$ cat src/rtl/nlprg_n.sv
// N-bit de Bruijn-corrected Fibonacci LFSR: full 2^N period including the all-zero state.
// Build with NLPRG_PERIOD_CHECK_EN defined to add the advance counter and sticky err output.
module nlprg_n #(
    parameter int unsigned N = 7
) (
    input  logic         ck,
    input  logic         rst_n,
    input  logic         en,
    input  logic         ld,
    input  logic [N-1:0] seed,
    output logic [N-1:0] o,
    output logic         wrap
`ifdef NLPRG_PERIOD_CHECK_EN
    ,
    output logic         err
`endif
);

    generate
        if (N < 3 || N > 16) begin : g_bad_n
            $error("nlprg_n: N must be in the range 3..16");
        end
    endgenerate

    // Bit t-1 set for each 1-indexed tap t.
    function automatic logic [15:0] tap_mask(input int unsigned n);
        case (n)
            3:       tap_mask = 16'h0006;
            4:       tap_mask = 16'h000C;
            5:       tap_mask = 16'h0014;
            6:       tap_mask = 16'h0030;
            7:       tap_mask = 16'h0060;
            8:       tap_mask = 16'h00B8;
            9:       tap_mask = 16'h0110;
            10:      tap_mask = 16'h0240;
            11:      tap_mask = 16'h0500;
            12:      tap_mask = 16'h0829;
            13:      tap_mask = 16'h100D;
            14:      tap_mask = 16'h2015;
            15:      tap_mask = 16'h6000;
            16:      tap_mask = 16'hD008;
            default: tap_mask = 16'h0000;
        endcase
    endfunction

    localparam logic [15:0]  MASK16 = tap_mask(N);
    localparam logic [N-1:0] TAPS   = MASK16[N-1:0];

    logic [N-1:0] s;
    logic [N-1:0] ref_s;
    logic [N-1:0] s_next;
    logic         fb;
    logic         wrap_q;

    // The zero-detect term splices 0 into the cycle between {1,0..0} and 1.
    always_comb begin
        fb     = (^(s & TAPS)) ^ (s[N-2:0] == '0);
        s_next = {s[N-2:0], fb};
    end

    always_ff @(posedge ck or negedge rst_n) begin
        if (!rst_n) begin
            s      <= '0;
            ref_s  <= '0;
            wrap_q <= 1'b0;
        end else if (ld) begin
            s      <= seed;
            ref_s  <= seed;
            wrap_q <= 1'b0;
        end else if (en) begin
            s      <= s_next;
            wrap_q <= (s_next == ref_s);
        end else begin
            wrap_q <= 1'b0;
        end
    end

    assign o    = s;
    assign wrap = wrap_q;

`ifdef NLPRG_PERIOD_CHECK_EN
    logic [N-1:0] cnt;
    logic [N-1:0] cnt_inc;
    logic         err_q;

    assign cnt_inc = cnt + N'(1);

    // A return to ref must coincide exactly with the counter rolling over.
    always_ff @(posedge ck or negedge rst_n) begin
        if (!rst_n) begin
            cnt   <= '0;
            err_q <= 1'b0;
        end else if (ld) begin
            cnt <= '0;
        end else if (en) begin
            cnt <= cnt_inc;
            if ((s_next == ref_s) != (cnt_inc == '0)) begin
                err_q <= 1'b1;
            end
        end
    end

    assign err = err_q;
`endif

endmodule

$ cat config.mk
export PLATFORM = sky130hd
export DESIGN_NAME = nlprg_n
export DESIGN_NICKNAME = d
export VERILOG_FILES = /design/src/rtl/nlprg_n.sv
export SDC_FILE = /design/constraint.sdc
export NUM_CORES = 1
export LEC_CHECK = 0
export BUFFER_PORTS_ARGS = -buffer_cell sky130_fd_sc_hd__buf_2
export CORE_UTILIZATION = 45
export DETAILED_ROUTE_END_ITERATION = 12
export PLACE_DENSITY = 0.73
export SKIP_CTS_REPAIR_TIMING = 1
export SYNTH_ARGS = -nofsm -noshare
export SYNTH_HDL_FRONTEND = slang
export SYNTH_SLANG_ARGS = --single-unit
$ cat constraint.sdc
create_clock -name ck -period 2.1 [get_ports ck]
set_input_delay 0.315 -clock ck [delete_from_list [all_inputs] [get_ports ck]]
set_output_delay 0.315 -clock ck [all_outputs]
set_load 0.02 [all_outputs]
Word-level counts from Yosys, hierarchy flattened
Index checks and enable logic that the tools add are counted.
- output and inout port bits: 8
- logic and storage cells: 12
- bits in registers: 15
- multiplexer cells: 4
- bitwise operators: 1
- reductions and logical operators: 3
- eq/ne operators: 1
- operator list (kind ; count):
    7-bit two-way mux ; 2
    7-bit == test ; 1
    7-bit XOR reduction ; 1
    6-bit zero test ; 1
    1-bit two-way mux ; 2
    2-bit nonzero test ; 1
    1-bit XOR ; 1

Longest topological paths before layout
Gate-level depths: netlist of the first run.
- depth after elaboration: 5
- depth in mapped cells: 4
- gate-level depth less buffers: 4

Worst setup path before layout of the first run
Ideal clock, no wire load.
- path kind: flip-flop to flip-flop
- start: register s[4] (netlist: o[4])
- end: register s[0] (netlist: o[0])
- buffers on the path: 0
- required time: 1.982 ns
- stages on the path, launching flop included: 5
- path slack: 0.900 ns
- arrival time: 1.082 ns
- period minus slack after synthesis: 1.200 ns
- path through: dfrtp_1 nor3_2 a21oi_2 xnor2_1 a21o_1
- cells in the longest elaborated chain, start to end: 4
- ends and longest elaborated chain (element ; line ; source):
    from (decl) ; 49 ; logic [N-1:0] s;
    from (signal assigned) ; 71 ; s <= s_next;
    6-bit zero test ; 57 ; fb = (^(s & TAPS)) ^ (s[N-2:0] == '0);
    1-bit XOR ; 57 ;
    7-bit two-way mux ; 70 ; end else if (en) begin
    7-bit two-way mux ; 66 ; end else if (ld) begin
Every way passes these cells. The select of a mux whose other input is x is not followed.
A chain may end at the register's enable or synchronous reset.

Worst setup path after layout of the first run
- start: register s[5] (netlist: o[5])
- end: output port o[5]
- RTL lines (element ; line ; source):
    to (decl) ; 11 ; output logic [N-1:0] o,
No word-level cell between the ends.

==> summary.md, run 1 <==
| Metric | Value |
|---|---|
| Critical Path Fanout Max | 5 |
| WP data required | around 1.8 ns |
| Sequential cell area | 375 sq um |
| Final hold viol count | 0 |
| # fillers | between 100 and 150 |
| Clk pin slew, worst setup/hold paths | 0.09 ns |
| Mapped Area | ~700 sq um |
| Final Util | between 50% and 60% |
| Overflow after GRT | 0 |
| Die area | between 1500 and 2000 sq um |
| WL/cell | 11.5 um |
| Actual slew at the worst max-slew pin | between 0.3 and 0.4 ns |
| GR Util All Layers | approximately 17% |
| Maximum clock insertion buffer count | 2 |
| Largest stage delay on the critical path | approximately 0.44 ns |
| Fmax | a little over 800 MHz |
| Inserted Clock Buffers | 3 |
| Final GP Congestion | 0.749 |
| Clock Power Share | between 20% and 30% |
| Vias per Instance | approximately 5.0 |
| Total nets after synthesis | 80 |
| Setup Crit Path Kind | flip-flop to primary output |
| I/O pin count | 19 |
| Area fraction of the dominant cell type after synthesis | a little over half |
| Buf+Inv Stages, Crit Path | 1 |
| Post-Route Setup TNS | 0 ns |
| Synth cell types | 17 |
| Maximum vdd drop | 0.358 mV |
| Combinational Power Share | 21.4% |
| Power density over cell area | 754 nW/um^2 |
| Worst Hold Margin | around 0.25 ns |
| # setup viols final | 0 |
| Htree depth | 1 |
| TritonCTS clock tree | done |
| # DRC | 0 |
| Root Buffer | clkbuf_4 |
| Max transition margin | roughly four fifths |
| # diodes | 0 |
| Skew final | 0.00585 ns |
| Share of power burned in registers | roughly 54% |
| Synth Area per Inst | 10.4 sq um |
| Vias | approximately 520 |
| First-pass GRT wire length | approximately 2.2 mm |
| Port buffer count | 18 |
| CP arrival | between 0.9 and 1 ns |
| Cell Int Power | roughly 460 uW |
| Register area share after synthesis | 52.1% |
| Final period util | between 50% and 60% |
| Number of synthesis warnings | 0 |
| CP Capture Type | primary output |
| Share of layout cells above drive strength 1 | between 20% and 30% |
| Cell family with most CP delay | flip-flops |
| Setup crit start kind | flip-flop |
| Initial Utilization | about 48% |
| DRT Wirelength | around 1.2 mm |
| MaxCap Viol Count | 0 |
| Cells after synthesis | 69 |
| Leakage | about 0.00043 uW |
| Row count | 14 |
| HP Class | input port to flip-flop |
| Synth Register Bits | 15 |
| TritonRoute pass-1 iters | 2 |
| Final antenna-violating net count | 0 |
| Die width | ~42 um |
| Status | completed |
| Vias in the first global route | between 500 and 600 |
| Largest net degree at the start of global routing | 23 |
| Synthesis-to-finish area growth | 18.2% |
| Multi-input logic area | approximately 300 sq um |
| RSZ-0062 raised after global routing | false |
| Synth top area cells | dfrtp_1, o21ai_0, xnor2_1 |
| Later-pin clock latency in the skew report | 0.27 ns |
| Period minus WS final | 1.23 ns |
| Leading area contributor after synthesis | dfrtp_1 |
| Critical path, cell by cell | buf_2 |
| Crit-path slowest cell | dfrtp_1 |
| Dpl hpwl | 909 um |
| Initial antenna violation count | 0 |
| Slew Limit Fails | 0 |
| Net Switching | 187 uW |
| Nets | just over 100 |
| Core Region | approximately 1500 sq um |
| DIE HEIGHT | ~42 um |
| Iter 0 DRT Violations | 4 |
| Net Sw Frac | between 20% and 30% |
| Clock Sink Count | 15 |
Yosys cell counts (all sizes together):
cell	count
nand4	1
nand2b	1
mux2i	6
a21o	1
a21oi	1
inv	7
nor2b	1
nand3	1
xnor3	1
nor2	1
clkbuf	2
o21ai	14
nor3	2
xnor2	7
dfrtp	15
nand2	7
buf	1
per-stage QoR:
| step | instances | total power [uW] | area, sq um | setup slack (ns) |
|---|---|---|---|---|
| global placement | 100 | 488 | 816 | 0.991 |
| finish | 105 | 642 | 852 | 0.872 |
| detailed placement | 100 | 491 | 816 | 0.965 |
| CTS | 104 | 652 | 842 | 0.856 |
| global route | 105 | 682 | 852 | 0.819 |
| floorplan | 69 | 446 | 721 | 0.900 |
final cells by class:
cell class	count	area share (%)
sequential	15	44.1
multi-input combinational	44	35.7
clock buffer	4	3.08
inverter	7	3.08
timing repair buffer	19	11.7
tap	16	2.35
registers in the layout (all words and copies together) (netlist names):
signal  cells
wrap        1
o           7
ref_s       7
path summary, 6_finish.rpt:
kind	depth (start not counted)	end	slack, ns	from
min in group asynchronous	2	ref_s[6]	0.46	rst_n
setup / recovery	1	o[5]	0.87	o[5]
hold reg to reg	2	ref_s[3]	0.55	ref_s[3]
hold / removal	3	o[5]	0.25	seed[5]
max in group asynchronous	2	ref_s[1]	1.40	rst_n
setup reg to reg	4	o[0]	0.95	o[4]
logic make-up (layout without fill, tap and decap cells):
| logic type | Yosys count | in the layout | share of synthesized area (%) |
|---|---|---|---|
| xor gates and xnor gates | 8 | 8 | 11.6 |
| buffers and inverters | 10 | 30 | 5.73 |
| AOI/OAI and AO/OA | 16 | 16 | 12.0 |
| muxes | 6 | 6 | 8.33 |
| DFF | 15 | 15 | 52.1 |
| and+or+nand+nor | 14 | 14 | 10.2 |
worst min-delay path, delay by kind of cell:
| kind | cells | cell delay [ns] |
|---|---|---|
| buffers and inverters | 1 | 0.07 |
| and+or+nand+nor | 1 | 0.04 |
| AOI/OAI and AO/OA | 1 | 0.06 |
metal layers:
| layer | part of all wire [%] | track usage, % |
|---|---|---|
| met1 | 48 | 23.3 |
| met2 | 47 | 25.9 |
| met3 | 4.1 | 3.02 |
| met4 | 0.75 | 5.63 |
| met5 | 0 | 0 |
power by group through the flow:
| stage | Clock, uW | Sequential, uW | Combinational [uW] |
|---|---|---|---|
| floorplan | 0 | 366 | 79.9 |
| global placement | 0 | 353 | 135 |
| detailed placement | 0 | 353 | 138 |
| CTS | 166 | 347 | 139 |
| global route | 175 | 351 | 156 |
| finish | 159 | 346 | 138 |
cell usage in the layout, fill, tap and decap left out, drive strengths merged:
cell | netlist | final
buf | 1 | 18
dfrtp | 15 | 15
o21ai | 14 | 14
xnor2 | 7 | 7
inv | 7 | 7
nand2 | 7 | 7
mux2i | 6 | 6
clkbuf | 2 | 4
nor3 | 2 | 2
nand3 | 1 | 1
nor2b | 1 | 1
nand4 | 1 | 1
nor2 | 1 | 1
a21oi | 1 | 1
xnor3 | 1 | 1
nand2b | 1 | 1
a21o | 1 | 1
dlygate4sd3 | 0 | 1
No activity file was read; power rests on OpenSTA's default activity.
==> run 2: changes to the inputs <==
- clock period: 2.1 -> 1.28 ns (I/O delays scaled with it)
==> summary.md, run 2 (synthesis results as in run 1) <==
| Metric | Value |
|---|---|
| Critical path, cell by cell | nor3_2 > a21oi_2 > xnor2_1 > a21o_1 |
| HP Class | input port to flip-flop |
| Met1 Use GR | 24.1% |
| Final hold viol count | 0 |
| Port buffer count | 18 |
| Clk pin slew, worst setup/hold paths | 0.09 ns |
| Die area | between 1500 and 2000 sq um |
| Buf+Inv Stages, Crit Path | 0 |
| Crit-path slowest cell | dfrtp_1 |
| Power density over cell area | around 1300 nW/um^2 |
| I/O pin count | 19 |
| TritonRoute pass-1 iters | 4 |
| Peak-usage layer in the global routing report | met2 |
| Fmax | a little under 900 MHz |
| Inserted Clock Buffers | 3 |
| Synthesis-to-finish area growth | 18.4% |
| Vias | 519 |
| Dpl hpwl | 918 um |
| Worst Hold Margin | approximately 0.12 ns |
| Later-pin clock latency in the skew report | between 0.2 and 0.3 ns |
| Critical path destination | o[0] |
| Leakage | 0.000428 uW |
| Htree depth | 1 |
| Period minus WS final | 1.15 ns |
| Setup crit start | o[4] |
| Share of layout cells above drive strength 1 | between 20% and 30% |
| Vias per Instance | around 5 |
| Slew Limit Fails | 0 |
| Clock Sink Count | 15 |
| Status | completed |
| Cell family with most CP delay | flip-flops |
| Critical R2R Capture | o[0] |
| Final period util | between 80% and 90% |
| Max transition margin | around 79% |
| WP depth | 4 |
| Setup crit start kind | flip-flop |
| WL/cell | 11.8 um |
| GR Util All Layers | between 10% and 20% |
| DRT Wirelength | between 1 and 1.5 mm |
| Iter 0 DRT Violations | 7 |
| Most frequent cells in the layout | buf_2, dfrtp_1, o21ai_0 |
| TritonCTS clock tree | done |
| Maximum vdd drop | 0.626 mV |
| Overflow after GRT | 0 |
| Final Util | a little under three fifths |
| Largest net degree at the start of global routing | 23 |
| First-pass GRT wire length | 2.42 mm |
| Final antenna-violating net count | 0 |
| Most common cell after layout, fill and taps aside | buf_2 |
| Largest stage delay on the critical path | roughly 0.45 ns |
| Skew final | slightly above 0.005 ns |
| Final GP Congestion | 0.754 |
| Initial antenna violation count | 0 |
| RSZ-0062 raised after global routing | false |
| MaxCap Viol Count | 0 |
| Nets | 101 |
| CP Capture Type | flip-flop |
| # setup viols final | 0 |
| Row count | 14 |
| # diodes | 0 |
| DIE HEIGHT | approximately 42 um |
| Critical Path Fanout Max | 5 |
| Initial Utilization | between 40 and 50% |
| Core Region | 1510 sq um |
| Die width | 42.0 um |
| Post-Route Setup TNS | 0 ns |
| Setup slack, reg-to-reg | 0.13 ns |
| Grt met3 use | 4.74% |
| Maximum clock insertion buffer count | 2 |
| Actual slew at the worst max-slew pin | between 0.3 and 0.4 ns |
| Setup Crit Path Kind | flip-flop to flip-flop |
| # DRC | 0 |
| # fillers | 150 |
| Root Buffer | clkbuf_4 |
| CP arrival | ~1.3 ns |
| WP data required | approximately 1.5 ns |
| Met2 Use GR | ~28% |
| Reg2reg path depth | 4 |
| Critical R2R Launch | o[4] |
| Vias in the first global route | about 550 |
-- run 2: layer usage --
layer | wire [um] | up-vias | share of wire, %
met5 | 0 | - | 0
met4 | 13 | 0 | 1.1
met3 | 69 | 2 | 5.6
met2 | 590 | 13 | 48
met1 | 562 | 235 | 45
li1 | - | 269 | -
-- run 2: worst reg2reg max path, stage by stage (launching register included) --
cell and delay (ns):
dfrtp_1 0.45, nor3_2 0.22, a21oi_2 0.09, xnor2_1 0.13
a21o_1 0.17
-- run 2: worst min-delay path by stage --
stage                     startpoint        to  depth (start not counted)
after floorplan                rst_n      o[0]                          0
after CTS                      rst_n  ref_s[0]                          1
after global routing         seed[6]  ref_s[6]                          3
after detailed placement       rst_n      o[6]                          1
final                        seed[3]      o[3]                          3
after global placement         rst_n      o[6]                          1
-- run 2: report_power, final --
part           internal [uW]  switching [uW]
Clock                    116             159
Combinational            109             117
Sequential               518            50.4
-- run 2: area by class of cell --
type	count	area [sq um]	share of cell area (%)
Clock buffer	3	22.5	2.64
Clock inverter	1	5.00	0.587
Inverter	7	26.3	3.08
Multi-Input combinational cell	44	304	35.6
Sequential cell	15	375	44.0
Tap cell	16	20.0	2.35
Timing Repair Buffer	19	100	11.7
-- run 2: stage by stage --
step / power, uW / setup slack, ns / cells / instance area (sq um)
final: 1070 / 0.131 / 105 / 853
after detailed placement: 805 / 0.139 / 100 / 816
after floorplan: 732 / 0.0798 / 69 / 721
after global routing: 1140 / 0.0520 / 105 / 853
after CTS: 1080 / 0.133 / 104 / 843
after global placement: 800 / 0.170 / 100 / 816
